### config.mk
export PLATFORM = sky130hd
export DESIGN_NAME = store_commit_queue
export DESIGN_NICKNAME = d
export VERILOG_FILES = /design/src/rtl/store_commit_queue.sv
export SDC_FILE = /design/constraint.sdc
export NUM_CORES = 2
export LEC_CHECK = 0
export ABC_CLOCK_PERIOD_IN_PS = 6900
export CORE_MARGIN = 2
export CORE_UTILIZATION = 35
export CTS_CLUSTER_SIZE = 14
export DETAILED_ROUTE_END_ITERATION = 8
export HOLD_SLACK_MARGIN = 0.08
export PLACE_DENSITY = 0.59
export SYNTH_ARGS = -nofsm -noshare
export SYNTH_HDL_FRONTEND = slang
export SYNTH_SLANG_ARGS = --single-unit
### constraint.sdc
create_clock -name clock -period 6.9 [get_ports clock]
set_input_delay 0.69 -clock clock [delete_from_list [all_inputs] [get_ports clock]]
set_output_delay 0.69 -clock clock [all_outputs]
set_load 0.01 [all_outputs]
### src/rtl/store_commit_queue.sv
// Store commit queue: in-order store buffer linking dispatch, execute write-back, ROB retire and D-cache drain.
// Store-to-load forwarding is compiled in when the STORE_FWD_EN macro is defined.
module store_commit_queue #(
  parameter int DEPTH  = 16,
  parameter int DISP_W = 3,
  parameter int EXEC_W = 2,
  parameter int RET_W  = 3,
  parameter int ADDR_W = 32,
  parameter int DATA_W = 32,
  localparam int IDX_W = $clog2(DEPTH),
  localparam int CNT_W = $clog2(DEPTH + 1),
  localparam int RC_W  = $clog2(RET_W + 1),
  localparam int PTR_W = IDX_W + 1
) (
  input  logic                     clock,
  input  logic                     reset,
  input  logic [DISP_W-1:0]        disp_valid,
  output logic [CNT_W-1:0]         disp_free,
  output logic [DISP_W*IDX_W-1:0]  disp_idx,
  input  logic [EXEC_W-1:0]        exec_valid,
  input  logic [EXEC_W*IDX_W-1:0]  exec_idx,
  input  logic [EXEC_W*ADDR_W-1:0] exec_addr,
  input  logic [EXEC_W*DATA_W-1:0] exec_data,
  input  logic [RC_W-1:0]          retire_count,
  input  logic                     mispredict,
  output logic                     mem_req_valid,
  output logic [ADDR_W-1:0]        mem_req_addr,
  output logic [DATA_W-1:0]        mem_req_data,
  input  logic                     mem_req_ready,
  input  logic [ADDR_W-1:0]        ld_addr,
  input  logic [PTR_W-1:0]         ld_age,
  output logic                     fwd_hit,
  output logic [DATA_W-1:0]        fwd_data,
  output logic                     fwd_stall,
  output logic                     empty
);

  localparam int AV_W = CNT_W + 1;

  typedef enum logic [1:0] {FREE, ALLOC, READY, COMMITTED} entry_state_e;

  entry_state_e      state_q [DEPTH];
  entry_state_e      state_d [DEPTH];
  logic [ADDR_W-1:0] addr_q  [DEPTH];
  logic [ADDR_W-1:0] addr_d  [DEPTH];
  logic [DATA_W-1:0] data_q  [DEPTH];
  logic [DATA_W-1:0] data_d  [DEPTH];

  logic [PTR_W-1:0] head_q, head_d;
  logic [PTR_W-1:0] commit_q, commit_d;
  logic [PTR_W-1:0] tail_q, tail_d;
  logic [CNT_W-1:0] disp_free_q, disp_free_d;
  logic             empty_q, empty_d;

  logic [IDX_W-1:0] head_idx, commit_idx, tail_idx;
  logic [PTR_W-1:0] disp_cnt;
  logic [PTR_W-1:0] occ_d;
  logic [AV_W-1:0]  disp_avail;
  logic             drain;
  logic             disp_accept;
  logic             retire_bad;

  assign head_idx   = head_q[IDX_W-1:0];
  assign commit_idx = commit_q[IDX_W-1:0];
  assign tail_idx   = tail_q[IDX_W-1:0];

  assign mem_req_valid = (state_q[head_idx] == COMMITTED);
  assign mem_req_addr  = addr_q[head_idx];
  assign mem_req_data  = data_q[head_idx];
  assign drain         = mem_req_valid && mem_req_ready;

  assign disp_free = disp_free_q;
  assign empty     = empty_q;

  always_comb begin
    disp_idx = '0;
    for (int i = 0; i < DISP_W; i++) begin
      disp_idx[i*IDX_W +: IDX_W] = tail_idx + IDX_W'(i);
    end
  end

  // An entry released by this cycle's drain may be reused by dispatch in the same cycle.
  always_comb begin
    disp_cnt = '0;
    for (int i = 0; i < DISP_W; i++) begin
      disp_cnt = disp_cnt + PTR_W'(disp_valid[i]);
    end
    disp_avail  = AV_W'(disp_free_q) + AV_W'(drain);
    disp_accept = !mispredict && (AV_W'(disp_cnt) <= disp_avail);
  end

  always_comb begin
    state_d  = state_q;
    addr_d   = addr_q;
    data_d   = data_q;
    head_d   = head_q;
    commit_d = commit_q;
    tail_d   = tail_q;

    if (drain) begin
      state_d[head_idx] = FREE;
      head_d = head_q + 1'b1;
    end

    for (int p = 0; p < EXEC_W; p++) begin
      if (exec_valid[p] && state_q[exec_idx[p*IDX_W +: IDX_W]] == ALLOC) begin
        state_d[exec_idx[p*IDX_W +: IDX_W]] = READY;
        addr_d[exec_idx[p*IDX_W +: IDX_W]]  = exec_addr[p*ADDR_W +: ADDR_W];
        data_d[exec_idx[p*IDX_W +: IDX_W]]  = exec_data[p*DATA_W +: DATA_W];
      end
    end

    for (int i = 0; i < RET_W; i++) begin
      if (i < int'(retire_count)) begin
        state_d[commit_idx + IDX_W'(i)] = COMMITTED;
      end
    end
    commit_d = commit_q + PTR_W'(retire_count);

    // Squash sees the post-retire view, so stores retired this cycle survive.
    if (mispredict) begin
      tail_d = commit_d;
      for (int k = 0; k < DEPTH; k++) begin
        if (state_d[k] == ALLOC || state_d[k] == READY) begin
          state_d[k] = FREE;
        end
      end
    end else if (disp_accept) begin
      for (int i = 0; i < DISP_W; i++) begin
        if (disp_valid[i]) begin
          state_d[tail_idx + IDX_W'(i)] = ALLOC;
        end
      end
      tail_d = tail_q + disp_cnt;
    end

    occ_d       = tail_d - head_d;
    disp_free_d = CNT_W'(DEPTH) - CNT_W'(occ_d);
    empty_d     = (tail_d == head_d);
  end

  always_ff @(posedge clock) begin
    if (reset) begin
      for (int k = 0; k < DEPTH; k++) begin
        state_q[k] <= FREE;
      end
      head_q      <= '0;
      commit_q    <= '0;
      tail_q      <= '0;
      disp_free_q <= CNT_W'(DEPTH);
      empty_q     <= 1'b1;
    end else begin
      state_q     <= state_d;
      head_q      <= head_d;
      commit_q    <= commit_d;
      tail_q      <= tail_d;
      disp_free_q <= disp_free_d;
      empty_q     <= empty_d;
    end
  end

  always_ff @(posedge clock) begin
    addr_q <= addr_d;
    data_q <= data_d;
  end

  always_comb begin
    retire_bad = 1'b0;
    for (int i = 0; i < RET_W; i++) begin
      if (i < int'(retire_count) && state_q[commit_idx + IDX_W'(i)] != READY) begin
        retire_bad = 1'b1;
      end
    end
  end

  retire_ready_a: assert property (@(posedge clock) disable iff (reset) !retire_bad);

  // The load window runs from head up to ld_age-1; a distance beyond DEPTH means head already passed it.
  logic [PTR_W-1:0] ld_dist;
  assign ld_dist = ld_age - head_q;

`ifdef STORE_FWD_EN
  logic              any_alloc;
  logic              fwd_match;
  logic [DATA_W-1:0] fwd_match_data;

  always_comb begin
    any_alloc      = 1'b0;
    fwd_match      = 1'b0;
    fwd_match_data = '0;
    for (int k = 0; k < DEPTH; k++) begin
      if (ld_dist <= PTR_W'(DEPTH) && PTR_W'(k) < ld_dist &&
          state_q[head_idx + IDX_W'(k)] != FREE) begin
        if (state_q[head_idx + IDX_W'(k)] == ALLOC) begin
          any_alloc = 1'b1;
        end else if (addr_q[head_idx + IDX_W'(k)] == ld_addr) begin
          fwd_match      = 1'b1;
          fwd_match_data = data_q[head_idx + IDX_W'(k)];
        end
      end
    end
    fwd_stall = any_alloc;
    fwd_hit   = !any_alloc && fwd_match;
    fwd_data  = (!any_alloc && fwd_match) ? fwd_match_data : '0;
  end
`else
  logic any_occ;
  logic unused_ld_addr;

  assign unused_ld_addr = ^ld_addr;

  always_comb begin
    any_occ = 1'b0;
    for (int k = 0; k < DEPTH; k++) begin
      if (ld_dist <= PTR_W'(DEPTH) && PTR_W'(k) < ld_dist &&
          state_q[head_idx + IDX_W'(k)] != FREE) begin
        any_occ = 1'b1;
      end
    end
    fwd_stall = any_occ;
    fwd_hit   = 1'b0;
    fwd_data  = '0;
  end
`endif

endmodule

==> out/results.tsv <==
stage	metric	value	unit
floorplan	Die Y	403	um
drt	antenna-violating nets left	0	
clock_network	clock latency on the worst-skew pair	0.77	ns
floorplan	Core Rows	146	
clock_network	post_cts resized	0	
layout	Nets	5790	
clock_network	post-CTS setup buffers	0	
logic_synthesis	synthesized cell area	55600	um2
logic_synthesis	number of synthesized flops with an enable pin	0	
drt	Vias	43100	
timing	final hold vios	0	
timing	fin crit period	6.16	ns
logic_synthesis	Cells after Synth	5803	
logic_synthesis	sequential fraction of the synthesis area	38.8	%
timing	RSZ-0062 raised after global routing	false	
power_and_ir_drop	power consumption	0.0177	W
layout	synth-to-layout area growth	12.3	%
timing	achievable frequency	162	MHz
layout	share of cells above drive strength 1	11.3	%
critical_path	startpoint types	register	
global_routing	vias in the first global route	40200	
drt	via/cell ratio	5.56	
placement	Buffers on Ports	235	
logic_synthesis	synthesized flop and latch total	1077	
floorplan	IO Pins	301	
critical_path	critical path arrival	5.47	ns
clock_network	clock buffer depth	3	
timing	Slew @ Worst Pin	1.21	ns
global_routing	gr ovfl total	0	
timing	final setup vio count	0	
global_routing	GRT Total Usage	22.5	%
run_status	status	completed	
placement	gp weighted congestion	0.832	
timing	post-route clock period utilization	89.3	%
global_routing	initial antenna violation count	53	
global_routing	first-pass GRT wire length	275	mm
timing	Final Skew	0.0415	ns
drt	drc violations	0	
power_and_ir_drop	VDD IR max	251	uV
layout	Fillers	15200	
timing	Slew HR	19.2	%
timing	setup TNS	0	ns
global_routing	largest net degree at the start of global routing	129	
logic_synthesis	syn avg cell area	9.58	um2
drt	DR WL/cell	24.3	um
logic_synthesis	Ys Warns	0	
logic_synthesis	count of cell types in the netlist	68	
floorplan	Initial Util	35.2	%
drt	drt total wl	188	mm
power_and_ir_drop	leak pwr	23.1	nW
clock_network	hold_buf cts	0	
clock_network	number of CTS-inserted buffers	115	
clock_network	clk slew on worst S/H paths	0.06	ns
critical_path	Critical Path RT	6.21	ns
critical_path	CP Max Fanout	57	
logic_synthesis	async set-reset flop share out of synthesis	0	%
power_and_ir_drop	Power Density	283	nW/um2
flow_run	max cap viols	0	
timing	Max Slew Vio Count	0	
clock_network	count of clock tree sinks	1077	
floorplan	floorplan core area	158000	um2
clock_network	CTS root buffer	clkbuf_16	
clock_network	CTS tree	done	
hold_path	Tightest Hold Check Type	register to register	
clock_network	H-tree depth	3	
critical_path	Crit. End Element	output port	
critical_path	kind of critical path	register to output port	
drt	DR pass1 iterations	5	
logic_synthesis	ys flop type	dfxtp_1	
floorplan	Die X	403	um
floorplan	die area	162000	um2
placement	dpl hpwl	104	mm
drt	Initial DRC Count	4022	
-- critical path, cell delays in order (launching register included) --
cell and delay [ns]:
dfxtp_4 0.76, buf_4 0.84, ha_1 0.50, xnor2_1 0.32
mux4_2 0.59, mux2i_1 0.16, a32oi_1 0.07, or3_1 0.34
o41ai_1 0.39, o211ai_1 0.20, clkdlybuf4s50_1 0.52
-- placed cells by master, fill, tap and decap left out, drive strengths merged, types with 21 or more instances in the layout --
| cell type | count |
|---|---|
| buf | 66 |
| conb | 33 |
| xnor2 | 21 |
| nor2 | 457 |
| clkinv | 32 |
| clkdlybuf4s50 | 234 |
| clkbuf | 172 |
| dfxtp | 1077 |
| ha | 38 |
| a21oi | 431 |
| mux4 | 353 |
| inv | 31 |
| nor2b | 30 |
| o21ai | 675 |
| mux2i | 1030 |
| nand3 | 51 |
| nand2 | 693 |
-- per-layer routing --
layer  up-vias  share of wire [%]  track usage (%)  wire [um]
li1      20100                  -                -          -
met1     21000                 43             30.8      81600
met2      1547                 46             36.1      86500
met3       348                8.1             4.71      15200
met4        62                2.4             5.65       4480
met5         -               0.27                0        517
-- path summary, 6_finish.rpt --
path,depth (start not counted),endpoint,from,slack (ns)
max,10,fwd_stall,head_q[1],0.74
min,2,addr_q[187],addr_q[187],0.52
max reg2reg,21,disp_free[4],head_q[0],1.21
min reg2reg,2,addr_q[187],addr_q[187],0.52
-- synth_stat cells (all sizes together) (3+ instances only) --
cell	number	area share [%]
nand2	693	4.7
a211oi	15	0.20
nand4b	4	0.063
a32oi	3	0.047
or3	3	0.034
a22oi	7	0.094
a21boi	4	0.054
nor2	457	3.1
nor4b	5	0.079
or4	4	0.054
mux4	353	14
a221oi	6	0.094
dfxtp	1077	39
ha	38	0.85
o21ai	675	6.1
fa	5	0.18
xor2	10	0.16
nor3b	4	0.063
o22ai	14	0.16
mux2	9	0.18
a31oi	13	0.15
nor4	6	0.067
inv	28	0.19
nor2b	30	0.34
buf	260	2.3
nand2b	19	0.21
and3	5	0.056
xnor2	21	0.33
clkbuf	429	2.9
or2	15	0.17
nand3	51	0.46
a21o	9	0.12
o21bai	3	0.040
o221ai	3	0.047
a41oi	4	0.063
mux2i	1030	19
a21oi	431	3.9
nand4	4	0.045
a2111oi	16	0.25
nor3	18	0.16
-- layout make-up --
cell class | count | area (um2) | area share [%]
inverter | 28 | 113 | 0.180
sequential | 1077 | 21600 | 34.5
clock buffer | 172 | 3340 | 5.35
tap | 2072 | 2590 | 4.15
clock inverter | 41 | 457 | 0.731
antenna | 14 | 35.0 | 0.0561
timing repair buffer | 300 | 3010 | 4.82
multi-input combinational | 4041 | 31300 | 50.2
-- registers in the layout, summed over array words and instances (netlist names) --
signal	cells
addr_q	512
head_q	5
tail_q	5
state_q	32
data_q	512
disp_free	5
empty	1
commit_q	5
-- cell families (layout without fill, tap and decap cells) --
logic type,after synthesis,in the layout,synth area share (%)
AOI/OAI and AO/OA,1218,1218,11.5
xor gates and xnor gates,32,32,0.531
adders and majority gates,43,43,1.03
buffers and inverters,717,541,5.43
DFF,1077,1077,38.8
muxes,1392,1392,33.1
other,1,47,0.00674
and+or+nand+nor,1323,1323,9.64
-- where the power goes --
group          internal (W)  switching, W  leakage, nW
Clock               0.00355       0.00273         1.88
Combinational       0.00183       0.00150         12.4
Sequential          0.00748      0.000626         8.80
Total                0.0128       0.00486         23.1
-- through the flow --
step | worst slack (ns) | hold slack [ns] | cell area (um2) | instances | utilization, %
2_1_floorplan | 1.94 | 0.481 | 55700 | 5835 | -
3_3_place_gp | 1.18 | 0.497 | 58600 | 7518 | 37.1
3_5_place_dp | 1.22 | 0.509 | 58600 | 7518 | 37.1
4_1_cts | 0.590 | 0.511 | 62400 | 7731 | 39.5
5_1_grt | 0.465 | 0.543 | 62400 | 7736 | 39.5
6_report | 0.738 | 0.522 | 62500 | 7745 | 39.5
(Power assumes the default switching activity.)
